==> config.mk <==
export PLATFORM = sky130hd
export DESIGN_NAME = iter_muldiv_flat
export DESIGN_NICKNAME = d
export VERILOG_FILES = /design/src/rtl/iter_muldiv_if.sv /design/src/rtl/iter_muldiv.sv /design/src/flat_wrapper.sv
export SDC_FILE = /design/constraint.sdc
export NUM_CORES = 1
export LEC_CHECK = 0
export BUFFER_PORTS_ARGS = -buffer_cell sky130_fd_sc_hd__buf_2
export CORE_ASPECT_RATIO = 0.75
export CORE_MARGIN = 4
export CORE_UTILIZATION = 50
export DETAILED_ROUTE_END_ITERATION = 10
export PLACE_DENSITY = 0.7
export SYNTH_ARGS = -nofsm -noshare
export SYNTH_HDL_FRONTEND = slang
export SYNTH_SLANG_ARGS = --single-unit
==> constraint.sdc <==
create_clock -name clk -period 20 [get_ports clk]
set_clock_uncertainty 0.2 [all_clocks]
set_input_delay 6 -clock clk [delete_from_list [all_inputs] [get_ports clk]]
set_output_delay 6 -clock clk [all_outputs]
set_load 0.01 [all_outputs]
==> src/rtl/iter_muldiv_if.sv <==
// Handshake and operand bundle between the Execute stage and the iterative mul/div unit.
interface iter_muldiv_if #(
  parameter int XLEN = 32
);
  logic            start;
  logic [2:0]      opcode;
  logic [XLEN-1:0] operand1;
  logic [XLEN-1:0] operand2;
  logic            flush;
  logic            busy;
  logic            done;
  logic [XLEN-1:0] result;

  modport master (
    output start, opcode, operand1, operand2, flush,
    input  busy, done, result
  );

  modport slave (
    input  start, opcode, operand1, operand2, flush,
    output busy, done, result
  );
endinterface

==> src/rtl/iter_muldiv.sv <==
// Iterative RV32M multiply/divide unit: shift-add multiply, restoring divide,
// one bit per cycle, with single-cycle special-case completion for x/0 and MIN/-1.
module iter_muldiv #(
  parameter int XLEN         = 32,
  parameter bit FAST_SPECIAL = 1'b1
) (
  input logic         clk,
  input logic         rst,
  iter_muldiv_if.slave bus
);

  localparam int CW = $clog2(XLEN) + 1;
  localparam logic [XLEN-1:0] SMIN = {1'b1, {(XLEN-1){1'b0}}};

  typedef enum logic [1:0] {IDLE, RUN, DONE} state_t;

  state_t              state_q;
  logic [CW-1:0]       cnt_q;
  logic [2:0]          op_q;
  logic                neg_q;
  logic                special_q;
  logic [XLEN-1:0]     spec_q;
  logic [XLEN-1:0]     dvsr_q;
  logic [2*XLEN-1:0]   acc_q;
  logic [XLEN-1:0]     result_q;
  logic                busy_q;
  logic                done_q;

  function automatic logic [XLEN-1:0] mag(input logic [XLEN-1:0] v, input logic is_signed);
    return (is_signed && v[XLEN-1]) ? -v : v;
  endfunction

  function automatic logic [XLEN-1:0] neg_if(input logic [XLEN-1:0] v, input logic n);
    return n ? -v : v;
  endfunction

  // Operand decode for the request presented in IDLE
  logic            s1_signed, s2_signed, is_div, sign1, sign2, divz, ovf, neg_d;
  logic [XLEN-1:0] mag1, mag2, spec_d;

  always_comb begin
    is_div    = bus.opcode[2];
    s1_signed = 1'b0;
    s2_signed = 1'b0;
    case (bus.opcode)
      3'b001, 3'b100, 3'b110: begin
        s1_signed = 1'b1;
        s2_signed = 1'b1;
      end
      3'b010:  s1_signed = 1'b1;
      default: ;
    endcase
    sign1  = s1_signed & bus.operand1[XLEN-1];
    sign2  = s2_signed & bus.operand2[XLEN-1];
    mag1   = mag(bus.operand1, s1_signed);
    mag2   = mag(bus.operand2, s2_signed);
    // A remainder takes the dividend's sign; products and quotients take the XOR.
    neg_d  = (is_div && bus.opcode[1]) ? sign1 : (sign1 ^ sign2);
    divz   = is_div && (bus.operand2 == '0);
    ovf    = is_div && s1_signed && (bus.operand1 == SMIN) && (bus.operand2 == '1);
    if (divz) spec_d = bus.opcode[1] ? bus.operand1 : '1;
    else      spec_d = bus.opcode[1] ? '0 : SMIN;
  end

  // One iteration step for either algorithm
  logic [XLEN:0]     add_sum, rem_sh, diff;
  logic [2*XLEN-1:0] acc_step;

  always_comb begin
    add_sum = {1'b0, acc_q[2*XLEN-1:XLEN]} + (acc_q[0] ? {1'b0, dvsr_q} : '0);
    rem_sh  = acc_q[2*XLEN-1:XLEN-1];
    diff    = rem_sh - {1'b0, dvsr_q};
    if (op_q[2]) begin
      if (diff[XLEN]) acc_step = {rem_sh[XLEN-1:0], acc_q[XLEN-2:0], 1'b0};
      else            acc_step = {diff[XLEN-1:0], acc_q[XLEN-2:0], 1'b1};
    end else begin
      acc_step = {add_sum, acc_q[XLEN-1:1]};
    end
  end

  // Sign correction and result selection
  logic [2*XLEN-1:0] prod_fix;
  logic [XLEN-1:0]   final_d;

  always_comb begin
    prod_fix = neg_q ? -acc_q : acc_q;
    case (op_q)
      3'b000:                 final_d = prod_fix[XLEN-1:0];
      3'b001, 3'b010, 3'b011: final_d = prod_fix[2*XLEN-1:XLEN];
      3'b100, 3'b101:         final_d = neg_if(acc_q[XLEN-1:0], neg_q);
      default:                final_d = neg_if(acc_q[2*XLEN-1:XLEN], neg_q);
    endcase
    if (special_q) final_d = spec_q;
  end

  always_ff @(posedge clk or posedge rst) begin
    if (rst) begin
      state_q   <= IDLE;
      cnt_q     <= '0;
      op_q      <= '0;
      neg_q     <= 1'b0;
      special_q <= 1'b0;
      spec_q    <= '0;
      dvsr_q    <= '0;
      acc_q     <= '0;
      result_q  <= '0;
      busy_q    <= 1'b0;
      done_q    <= 1'b0;
    end else begin
      done_q <= 1'b0;
      if (bus.flush) begin
        state_q <= IDLE;
        busy_q  <= 1'b0;
      end else begin
        case (state_q)
          IDLE: begin
            if (bus.start) begin
              op_q      <= bus.opcode;
              neg_q     <= neg_d;
              special_q <= divz | ovf;
              spec_q    <= spec_d;
              dvsr_q    <= is_div ? mag2 : mag1;
              acc_q     <= {{XLEN{1'b0}}, (is_div ? mag1 : mag2)};
              // Fast path skips the iterations by starting the counter at its end.
              cnt_q     <= (FAST_SPECIAL && (divz || ovf)) ? CW'(XLEN) : '0;
              state_q   <= RUN;
              busy_q    <= 1'b1;
            end
          end
          RUN: begin
            if (cnt_q == CW'(XLEN)) begin
              result_q <= final_d;
              done_q   <= 1'b1;
              state_q  <= DONE;
            end else begin
              acc_q <= acc_step;
              cnt_q <= cnt_q + CW'(1);
            end
          end
          DONE: begin
            state_q <= IDLE;
            busy_q  <= 1'b0;
          end
          default: state_q <= IDLE;
        endcase
      end
    end
  end

  assign bus.busy   = busy_q;
  assign bus.done   = done_q;
  assign bus.result = result_q;

endmodule

==> src/flat_wrapper.sv <==
// flat-port wrapper written by rule: the top's interface ports become plain ports
module iter_muldiv_flat 
#(
  parameter int XLEN         = 32,
  parameter bit FAST_SPECIAL = 1'b1
)
  (clk, rst, bus_start, bus_opcode, bus_operand1, bus_operand2, bus_flush, bus_busy, bus_done, bus_result);
  iter_muldiv_if #(.XLEN(XLEN)) bus_i ();
  input logic clk;
  input logic rst;
  input wire logic [$bits(bus_i.start)-1:0] bus_start;
  input wire logic [$bits(bus_i.opcode)-1:0] bus_opcode;
  input wire logic [$bits(bus_i.operand1)-1:0] bus_operand1;
  input wire logic [$bits(bus_i.operand2)-1:0] bus_operand2;
  input wire logic [$bits(bus_i.flush)-1:0] bus_flush;
  output wire logic [$bits(bus_i.busy)-1:0] bus_busy;
  output wire logic [$bits(bus_i.done)-1:0] bus_done;
  output wire logic [$bits(bus_i.result)-1:0] bus_result;
  assign bus_i.start = bus_start;
  assign bus_i.opcode = bus_opcode;
  assign bus_i.operand1 = bus_operand1;
  assign bus_i.operand2 = bus_operand2;
  assign bus_i.flush = bus_flush;
  assign bus_busy = bus_i.busy;
  assign bus_done = bus_i.done;
  assign bus_result = bus_i.result;
  iter_muldiv #(.XLEN(XLEN), .FAST_SPECIAL(FAST_SPECIAL)) u_core (.clk(clk), .rst(rst), .bus(bus_i));
endmodule
* Word-level counts from Yosys, hierarchy flattened
Cells that the tools add are included.
** Word-level totals
- Flip-flop bits (word level) :: 175
- Input bits :: 71
- Output and inout bits :: 34
- Word-level logic and storage cells :: 99
** Operators by class
- Add/subtract/negate cells :: 8
- Equality and inequality tests :: 18
- Mux-type cells :: 35
- Bitwise operators :: 5
- Reductions and logical operators :: 22
** Operators by type and width (count)
- 2-to-1 mux 32 bit :: 11
- 2-to-1 mux 64 bit :: 5
- negation 32 bit :: 4
- case mux 64 bit (2 select lines) :: 1
- case mux 32 bit (3 select lines) :: 1
- == test 32 bit (second input constant) :: 2
- negation 64 bit :: 1
- adder 32 x 33 -> 33 bit :: 1
- subtractor 33 x 32 -> 33 bit :: 1
- zero test 32 bit :: 1
- 2-to-1 mux 6 bit :: 3
- == test 3 bit (second input constant) :: 4
- case mux 6 bit (2 select lines) :: 1
- == test 3 x 2 -> 1 bit (second input constant) :: 3
- 2-to-1 mux 1 bit :: 8
- logical AND 1 bit :: 7
- adder 6 x 1 -> 6 bit (second input constant) :: 1
- == test 3 x 1 -> 1 bit (second input constant) :: 2
- == test 6 bit (second input constant) :: 1
- 2-to-1 mux 2 bit :: 3
- AND reduction 3 bit :: 2
- OR reduction 3 bit :: 2
- inequality test 2 bit (second input constant) :: 2
- case mux 2 bit (2 select lines) :: 1
- 18 further kinds :: 20

* Longest topological paths before layout
- Depth in word-level cells :: 10
- Gate-level depth with buffers :: 15

* Least setup slack after synthesis
Ideal clock, no wire load.
- Kind :: in2reg
- Start point :: in bus_operand2[10]
- End point :: reg u_core.acc_q[28]
- Arrival time :: 8.514 ns
- Path slack :: 11.150 ns
- Stages :: 10
- Cell sequence :: or4_1 > or4_1 > clkbuf_1 > or4_1 > nor3_1 > nor2_1 > xnor2_1 > nor3_1 > a311oi_1 > o21ai_0
** Between the ends
- Word-level cells in the longest chain between the ends :: 5
** RTL lines
- from (decl) :: line flat_wrapper.sv:14 : input wire logic [$bits(bus_i.operand2)-1:0] bus_operand2;
- negation 32 bit :: line iter_muldiv.sv:30 : return (is_signed && v[XLEN-1]) ? -v : v;
- 2-to-1 mux 32 bit :: line iter_muldiv.sv:30
- 2-to-1 mux 32 bit :: line iter_muldiv.sv:123 : acc_q <= {{XLEN{1'b0}}, (is_div ? mag1 : mag2)};
- 2-to-1 mux 64 bit :: line iter_muldiv.sv:117 : if (bus.start) begin
- case mux 64 bit (2 select lines) :: line iter_muldiv.sv:115 : case (state_q)
- to (signal assigned) :: line iter_muldiv.sv:123
- to (signal assigned) :: line iter_muldiv.sv:136 : acc_q <= acc_step;
- to (decl) :: line iter_muldiv.sv:24 : logic [2*XLEN-1:0] acc_q;
Every way passes these cells. The select of a mux whose other input is x is not followed.
A chain may end at the register's enable or synchronous reset.

* Worst setup path in the final report
- Start point :: in bus_flush
- End point :: reg u_core.dvsr_q[26]
** Between the ends
- Word-level cells in the longest chain between the ends :: 2
** RTL lines
- from (decl) :: line flat_wrapper.sv:15 : input wire logic [$bits(bus_i.flush)-1:0] bus_flush;
- NOT 1 bit (no source line)
- AND reduction 3 bit (no source line)
- to (signal assigned) :: line iter_muldiv.sv:122 : dvsr_q <= is_div ? mag2 : mag1;
- to (decl) :: line iter_muldiv.sv:23 : logic [XLEN-1:0] dvsr_q;
Every way passes these cells.

==> results.json <==
{
  "synth_flop_cell": "dfrtp_1",
  "startpoint_type": "input pin",
  "drv_slew": 0,
  "placed_area_um2": 16500,
  "cts_root_buffer": "clkbuf_16",
  "avgViaCountPerCell": 6.50,
  "cp.required_ns": 20.16,
  "max_slew_margin_pct": 23.1,
  "min_path_type": "flop to flop",
  "gp_congestion": 0.973,
  "synth-seq-cells": 175,
  "post-place-ws_ns": 10.49,
  "path_clk_slew_ns": 0.07,
  "yosys.area_share.simple_pct": 19.8,
  "die_w_um": 214,
  "max_freq_ghz": 0.110,
  "num_antenna_cells": 0,
  "fin_nets": 2221,
  "hold_ws_ns": 0.275,
  "status": "completed",
  "ctsResizeCount": 0,
  "cp_top_family": "buffers and inverters",
  "portBuffers": 104,
  "grt_pass1_wl_um": 87600,
  "tns_ns": 0,
  "synth.avg_cell_area_um2": 7.64,
  "post_cts_buffers": 0,
  "antenna_found_initial": 1,
  "synth_compound_area_share_pct": 27.4,
  "syn_inst": 2076,
  "synth_edf_count": 0,
  "synthXorXnorAreaFrac_pct": 10.4,
  "final_area_um2": 17100,
  "num_vias": 16200,
  "cts_tree": "done",
  "p_leak_nw": 7.46,
  "setup.worst_path.end_class": "flop",
  "insertion_delay_ns": 0.46,
  "drt-wirelength-per-cell_um": 23.3,
  "nFillCells": 3006,
  "power.total_mw": 2.74,
  "yosysWarnings": 0,
  "grt_max_degree": 104,
  "finalSetupViolCount": 0,
  "p_per_area_nw_per_um2": 160,
  "multi_input_area_um2": 10600,
  "grt_pass1_vias": 14600,
  "synthArstFlopShare_pct": 100,
  "yosys.area_share.adder_pct": 5.85,
  "fin_crit_sh_pct": 45.6,
  "drive_gt1_share_pct": 9.14,
  "ir_drop_mv": 0.0952,
  "synth_area_um2": 15900,
  "drt_iter0_markers": 2352,
  "die_y_um": 162,
  "cp_slowest_cell": "inv_1",
  "synth_top_family_by_area": "compound AO/OA/AOI/OAI gates",
  "critical_path_class": "input pin to flop",
  "worst_pin_slew_ns": 1.12,
  "syn-num-nets": 2220,
  "routed_wl_um": 58000,
  "drc": 0,
  "cts_buffer_depth": 2,
  "post-route-min-period_ns": 9.12,
  "arrival_ns": 9.29,
  "ant_nets": 0,
  "holdBufCountCts": 0,
  "finalHoldViolCount": 0,
  "max-cap-violations": 0,
  "crit_path_max_incr_delay_ns": 0.82,
  "htreeDepth": 4,
  "rsz0062_at_grt": "no",
  "floorplan.initialDensity_pct": 50.7,
  "seq_area_um2": 4380,
  "dpl.hpwl_um": 45000,
  "core_um2": 31300,
  "path_max_fanout": 73,
  "grt_overflow": 0,
  "cts_num_sinks": 175,
  "die_area_um2": 34700,
  "synth_seq_area_share_pct": 27.6,
  "fin_ws_ns": 10.88,
  "final-instance-count-excl-fill": 2496,
  "numCtsBuffers": 17,
  "area_delta_synth_final_pct": 7.81,
  "ys_types": 74,
  "grt_usage_pct": 32.9,
  "final_core_util_pct": 54.7,
  "muxShareOfSynthArea_pct": 3.52,
  "drt_pass1_iterations": 6,
  "crit_chain": "buf_2 > nor3_1 > o21ai_4 > buf_4 > inv_1 > nand2_2 > buf_4 > a21oi_1 > o21ai_0 > o21ai_0",
  "dp_cells": 2463,
  "rows": 56,
  "crit_buf_inv": 4,
  "pin_count": 105
}
[report_power, final]
group / total [mW] / internal [mW] / switching (mW)
logic: 1.70 / 0.636 / 1.06
registers: 0.700 / 0.475 / 0.225
clock network: 0.343 / 0.177 / 0.167
[sequential cells by signal, indices dropped and copies added, names as in the netlist]
| signal | cells |
|---|---|
| u_core.op_q | 3 |
| u_core.bus.result | 32 |
| u_core.neg_q | 1 |
| u_core.spec_q | 32 |
| u_core.special_q | 1 |
| u_core.cnt_q | 6 |
| u_core.bus.busy | 1 |
| u_core.state_q | 2 |
| u_core.bus.done | 1 |
| u_core.acc_q | 64 |
| u_core.dvsr_q | 32 |
[Yosys cell counts (4+ instances only)]
cell | number | area [µm²]
nand2b_1 | 15 | 93.8
o21ai_0 | 203 | 1020
a221oi_1 | 10 | 87.6
clkbuf_1 | 125 | 469
o211ai_1 | 19 | 143
nand4_1 | 25 | 156
and2_1 | 6 | 37.5
o221ai_1 | 13 | 114
dfrtp_1 | 175 | 4380
o21bai_1 | 10 | 75.1
nand3b_1 | 15 | 113
or3_1 | 20 | 125
o21a_1 | 10 | 75.1
o31ai_1 | 61 | 458
inv_1 | 77 | 289
xor2_1 | 93 | 815
ha_1 | 71 | 888
o41ai_1 | 14 | 123
a22oi_1 | 22 | 165
a21boi_0 | 4 | 30.0
o22a_1 | 12 | 105
nor4_1 | 21 | 131
and3_1 | 17 | 106
mux2_2 | 6 | 67.6
o21ai_1 | 5 | 25.0
a21oi_1 | 200 | 1000
nor2b_1 | 39 | 244
a311oi_1 | 4 | 35.0
xnor2_1 | 95 | 832
a221o_1 | 5 | 50.1
a211oi_1 | 18 | 135
nor3_1 | 42 | 210
or4_1 | 17 | 128
a21o_1 | 27 | 203
a31oi_1 | 21 | 131
buf_1 | 16 | 60.1
nand3_1 | 25 | 125
a41oi_1 | 4 | 35.0
or2_2 | 8 | 50.1
a32oi_1 | 4 | 35.0
mux2i_1 | 49 | 490
nor2_1 | 182 | 683
nand2_1 | 216 | 811
[layout make-up]
cell class | instances | share of cell area, %
multi-input combinational | 1676 | 62.2
timing repair buffer | 127 | 4.04
inverter | 80 | 1.79
clock buffer | 18 | 2.51
tap | 406 | 2.97
clock inverter | 14 | 0.842
sequential | 175 | 25.6
[kinds of logic after synthesis]
group                    Yosys count
AO/OA/AOI/OAI                    699
XOR/XNOR                         188
adder cells (fa/ha/maj)           73
buffers and inverters            225
flip-flops                       175
multiplexers                      55
AND/OR/NAND/NOR                  661
[worst min-delay path, cell delays in order (launching register included)]
cell and delay, ns:
dfrtp_1 0.34, nand2_1 0.05, o31ai_1 0.06
[placed cells by master (no fill, tap or decap), types with 14 or more instances in the layout]
cell type and count:
nor3_1 42, ha_1 71, or4_1 17, xnor2_1 95, dfrtp_1 173, nand3_1 25, nor2_1 181, nand2b_1 15
a21o_1 27, inv_1 76, nor4_1 21, o21ai_0 203, xor2_1 93, buf_2 104, o31ai_1 61, a31oi_1 21
nand3b_1 15, nand2_1 215, nor2b_1 39, and3_1 17, or3_1 20, a22oi_1 22, o211ai_1 19, clkbuf_16 17
buf_4 22, mux2i_1 49, a21oi_1 200, o41ai_1 14, nand4_1 25, a211oi_1 18
[metal layers]
layer | vias to the layer above | share of wire (%) | global-route usage, %
li1 | 7496 | - | -
met1 | 7759 | 45 | 51.2
met2 | 865 | 40 | 44.4
met3 | 94 | 12 | 9.15
met4 | 2 | 2.2 | 8.00
met5 | - | 0.022 | 0
[final timing paths]
| kind | endpoint | slack [ns] | startpoint | cells past startpoint |
|---|---|---|---|---|
| hold / removal | u_core.bus.result[17] | 0.28 | u_core.bus.result[17] | 2 |
| setup / recovery | u_core.dvsr_q[26] | 10.88 | bus_flush | 10 |
| max in group asynchronous | u_core.neg_q | 12.07 | rst | 4 |
| hold reg to reg | u_core.bus.result[17] | 0.28 | u_core.bus.result[17] | 2 |
| setup reg to reg | u_core.dvsr_q[26] | 15.42 | u_core.cnt_q[0] | 13 |
| min in group asynchronous | u_core.acc_q[39] | 5.36 | rst | 2 |
No activity file was read; power rests on OpenSTA's default activity.
